===== src/rtl/switch_pkg.sv =====
// ============================================================================
// switch_pkg: shared constants and state encoding for the switch debouncer.
// Revision: 1.0
// ============================================================================
`default_nettype none

package switch_pkg;

   localparam int DEBOUNCE_CYCLES_DEFAULT = 160000;
   localparam int SYNC_FLOPS              = 2;

   typedef enum logic [0:0] {
      DB_IDLE  = 1'b0,
      DB_COUNT = 1'b1
   } db_state_t;

endpackage

`default_nettype wire


===== src/rtl/debounce_bit.sv =====
// ============================================================================
// debounce_bit: synchronizer, hold counter and accepted level for one switch.
// Revision: 1.0
// ============================================================================
`default_nettype none

module debounce_bit
   import switch_pkg::*;
#(
   parameter int DEBOUNCE_CYCLES = DEBOUNCE_CYCLES_DEFAULT
) (
   input  logic clk,
   input  logic rst_n,
   input  logic sw_n,
   output logic stable,
   output logic commit,
   output logic counting
);

   localparam int CW = $clog2(DEBOUNCE_CYCLES);
   localparam logic [CW-1:0] CNT_MAX = CW'(DEBOUNCE_CYCLES - 1);

   logic [SYNC_FLOPS-1:0] sync_q;
   logic                  sync2;
   db_state_t             state;
   db_state_t             state_next;
   logic [CW-1:0]         cnt;
   logic [CW-1:0]         cnt_next;
   logic                  stable_next;
   logic                  diff;

   // Sync chain resets to 1 so an idle (released) switch produces no edge.
   always_ff @(posedge clk or negedge rst_n) begin
      if (!rst_n) begin
         sync_q <= '1;
      end else begin
         sync_q <= {sync_q[SYNC_FLOPS-2:0], sw_n};
      end
   end

   assign sync2 = sync_q[SYNC_FLOPS-1];
   assign diff  = (sync2 != stable);

   always_ff @(posedge clk or negedge rst_n) begin
      if (!rst_n) begin
         state  <= DB_IDLE;
         cnt    <= '0;
         stable <= 1'b1;
      end else begin
         state  <= state_next;
         cnt    <= cnt_next;
         stable <= stable_next;
      end
   end

   always_comb begin
      state_next  = state;
      cnt_next    = cnt;
      stable_next = stable;
      commit      = 1'b0;
      case (state)
         DB_IDLE: begin
            cnt_next = '0;
            if (diff) begin
               // Entering COUNT already accounts for the first differing cycle.
               state_next = DB_COUNT;
               cnt_next   = CW'(1);
            end
         end
         DB_COUNT: begin
            if (!diff) begin
               state_next = DB_IDLE;
               cnt_next   = '0;
            end else if (cnt == CNT_MAX) begin
               state_next  = DB_IDLE;
               cnt_next    = '0;
               stable_next = sync2;
               commit      = 1'b1;
            end else begin
               cnt_next = cnt + CW'(1);
            end
         end
         default: begin
            state_next = DB_IDLE;
            cnt_next   = '0;
         end
      endcase
   end

   assign counting = (state == DB_COUNT);

endmodule

`default_nettype wire


===== src/rtl/switch_debouncer.sv =====
// ============================================================================
// switch_debouncer: per-bit debounced, active-high switch operands with update
// strobe. Revision: 1.0
// ============================================================================
`default_nettype none

module switch_debouncer
   import switch_pkg::*;
#(
   parameter int WIDTH           = 8,
   parameter int DEBOUNCE_CYCLES = DEBOUNCE_CYCLES_DEFAULT
) (
   input  logic             CLK,
   input  logic             RST_N,
   input  logic [WIDTH-1:0] sw_n,
   output logic [WIDTH-1:0] data,
   output logic             upd,
   output logic             busy
);

   logic [WIDTH-1:0] stable;
   logic [WIDTH-1:0] commit;
   logic [WIDTH-1:0] counting;

   for (genvar i = 0; i < WIDTH; i++) begin : g_bits
      debounce_bit #(
         .DEBOUNCE_CYCLES (DEBOUNCE_CYCLES)
      ) u_bit (
         .clk      (CLK),
         .rst_n    (RST_N),
         .sw_n     (sw_n[i]),
         .stable   (stable[i]),
         .commit   (commit[i]),
         .counting (counting[i])
      );
   end

   // Registered so the strobe lines up with the cycle the new data appears.
   always_ff @(posedge CLK or negedge RST_N) begin
      if (!RST_N) begin
         upd <= 1'b0;
      end else begin
         upd <= |commit;
      end
   end

   assign data = ~stable;
   assign busy = |counting;

endmodule

`default_nettype wire


===== config.mk =====
export PLATFORM = sky130hd
export DESIGN_NAME = switch_debouncer
export DESIGN_NICKNAME = d
export VERILOG_FILES = /design/src/rtl/switch_pkg.sv /design/src/rtl/debounce_bit.sv /design/src/rtl/switch_debouncer.sv
export SDC_FILE = /design/constraint.sdc
export NUM_CORES = 1
export LEC_CHECK = 0
export BUFFER_PORTS_ARGS = -buffer_cell sky130_fd_sc_hd__buf_2
export CELL_PAD_IN_SITES_DETAIL_PLACEMENT = 0
export CELL_PAD_IN_SITES_GLOBAL_PLACEMENT = 1
export CORE_MARGIN = 8
export CORE_UTILIZATION = 50
export CTS_CLUSTER_DIAMETER = 100
export DETAILED_ROUTE_END_ITERATION = 10
export HOLD_SLACK_MARGIN = 0.05
export PLACE_DENSITY_LB_ADDON = 0.1
export SYNTH_ARGS = -nofsm -noshare
export SYNTH_HDL_FRONTEND = slang
export SYNTH_SLANG_ARGS = --single-unit

===== constraint.sdc =====
create_clock -name CLK -period 3.9 [get_ports CLK]
set_clock_uncertainty 0.1 [all_clocks]
set_input_delay 0.39 -clock CLK [delete_from_list [all_inputs] [get_ports CLK]]
set_output_delay 0.39 -clock CLK [all_outputs]
set_load 0.02 [all_outputs]

==> results.cfg <==
[run_status]
status = finished, final reports clean

[logic_synthesis]
synth_area_um2 = 8280
yosysWarningCount = 0
synth_edf_count = 0
synth-seq-cells = 177
synth-main-ff-cell = dfrtp_1
ys_seq_area_share_pct = 53.9
synth_cells = 803
synthArstFlopShare_pct = 100
synth.avg_cell_area_um2 = 10.3
synth_nets = 821
ys_types = 44

[final_layout]
fin_area_um2 = 9310
nets = 854
n_antenna_cell = 0
nFillCells = 1397
area_growth_pct = 12.4
drive_gt1_share_pct = 11.5
mostFrequentLayoutCell = nor2_1
final_cell_mix = nor2_1, dfrtp_1, xor2_1

[critical_path]
path_class = reg2reg
crit_fanout = 16
worstPathRequired_ns = 4.08
ff2ff_path_depth = 6
arrival_ns = 2.52
rrSetupSlack_ns = 1.56
critPathLaunchType = flop
cp-end-kind = flop

[timing]
slew_headroom_pct = 42.9
finalCritPeriodShare_pct = 59.9
worst_slack_ns = 1.56
slew_violations = 0
fmax_mhz = 428
hold_viol = 0
max_slew.worst_pin.slew_ns = 0.856
fin_setup_tns_ns = 0
rsz0062_at_grt = no
min_period_ns = 2.34
final-setup-viol-count = 0

[flow_run]
cap_violations = 0

[placed_design]
place_hpwl_um = 10000
io_buffers = 19
place_congestion = 0.780
dp_slack_ns = 1.57
post_dp_cell_area_um2 = 8520

[power_and_ir_drop]
cellInternalPower_mw = 3.16
power.total_mw = 3.97
p_sw_share_pct = 20.4
p_seq_share_pct = 47.5
peakVddDrop_v = 0.000284
p_leak_nw = 3.90
pwr-share-comb_pct = 2.8
power_density_nw_per_um2 = 426
clkPwrFrac_pct = 49.7
power.switching_uw = 811

[clocking]
path_clk_slew_ns = 0.07
cts_max_level = 4
cts-buffers-inserted = 17
cts_sinks = 177
clockBufferDepth = 2
clock_latency_ns = 0.42
root_buffer = clkbuf_16
cts_tree = built
cts_setup_buffers = 0

[grt]
grt_max_degree = 95
grt_usage_pct = 15.5
grt_overflow = 0
antenna_found_initial = 0
grt_pass1_vias = 5610
grt_pass1_wl_um = 26100

[routing]
first_pass_iters = 4
first_iter_violations = 272
route.final.wire_length_um = 14600
ant_nets = 0
wire_per_inst_um = 13.7
vias = 5459
via_per_inst = 5.11
drc = 0

[floorplan]
die_x_um = 145
start_util_pct = 50.5
boundaryPins = 20
design.core.area_um2 = 16400
dieArea_um2 = 20900
die_h_um = 145
std_cell_rows = 47

[worst_hold_path]
hold_class = reg2reg
worstHoldPathCells = 0
## final cells by class
type                       instances  area [um2]  area share (%)
clock buffer                      20         467            5.02
clock inverter                    12         228            2.45
inverter                          27         101            1.09
multi-input combinational        582        3560            38.3
sequential                       177        4460            47.9
tap                              220         275            2.96
timing repair buffer              31         214            2.30
## flip-flops by register name, indices dropped and copies added (netlist names)
register               cells
g_bits.u_bit.cnt         144
g_bits.u_bit.counting      8
g_bits.u_bit.stable        8
g_bits.u_bit.sync_q       16
upd                        1
## cell usage after synthesis, drive strengths merged, types with 2 or more instances
master,instances,area (um2)
a21oi,7,35.0
and2,14,87.6
and3,27,170
and4,16,140
buf,16,153
dfrtp,153,3830
dfstp,24,631
ha,8,100
inv,27,101
mux2,8,97.6
nand2,60,225
nand2b,6,37.5
nand3,49,245
nand4,21,144
nand4bb,3,33.8
nor2,164,631
nor3,17,95.1
nor3b,2,15.0
nor4,16,115
nor4bb,4,40.0
o21a,4,30.0
o21ai,7,35.0
or2,5,31.3
or3,6,47.5
xnor2,63,552
xor2,71,622
## critical path, stage by stage, from the launching register on
cell	delay, ns
dfrtp_1	0.39
ha_1	0.20
nand3_1	0.18
nor3_1	0.35
and3_1	0.31
nand2b_1	0.54
nor2_1	0.12
## routing by layer
metal / routed length (um) / vias up / global-route usage [%] / part of all wire (%)
met3: 416 / 19 / 3.31 / 2.8
li1: - / 2743 / - / -
met5: 0 / - / 0 / 0
met1: 7020 / 2634 / 20.0 / 48
met2: 7020 / 63 / 25.4 / 48
met4: 192 / 0 / 5.70 / 1.3
## what timing repair did
item                      4_1_cts  5_1_grt
hold buffers                    9        0
resized for setup               0        0
hold endpoints to repair       83        0
## worst paths after layout
| check | start | endpoint |
|---|---|---|
| worst max-delay path | g_bits[5].u_bit.cnt[0] | g_bits[5].u_bit.cnt[14] |
| worst max register to register | g_bits[5].u_bit.cnt[0] | g_bits[5].u_bit.cnt[14] |
| max in group asynchronous | RST_N | g_bits[3].u_bit.sync_q[1] |
| worst min register to register | g_bits[7].u_bit.sync_q[0] | g_bits[7].u_bit.sync_q[1] |
| min in group asynchronous | RST_N | g_bits[6].u_bit.cnt[9] |
| worst min-delay path | g_bits[7].u_bit.sync_q[0] | g_bits[7].u_bit.sync_q[1] |
## cell families (layout without fill, tap and decap cells)
family / Yosys count / count (layout) / share of synthesized area [%]
xor gates and xnor gates: 134 / 134 / 14.2
adders and majority gates: 8 / 8 / 1.21
DFF: 177 / 177 / 53.9
buffers and inverters: 44 / 90 / 3.13
AOI/OAI and AO/OA: 21 / 21 / 1.50
and+or+nand+nor: 411 / 411 / 25.0
muxes: 8 / 8 / 1.18
## power groups by stage
stage | registers (mW) | logic, mW | clock network (mW)
CTS | 1.89 | 0.116 | 2.02
finish | 1.89 | 0.111 | 1.97
floorplan | 1.91 | 0.0646 | 0
detailed placement | 1.92 | 0.108 | 0
global placement | 1.92 | 0.104 | 0
global route | 1.89 | 0.130 | 2.10
## through the flow
step | hold slack [ns] | utilization, % | std cells
CTS | 0.258 | 56.7 | 1069
finish | 0.258 | 56.7 | 1069
global route | 0.260 | 56.7 | 1069
detailed placement | 0.247 | 51.9 | 1028
floorplan | -0.00559 | - | 803
global placement | 0.247 | 51.9 | 1028
(Power assumes the default switching activity.)
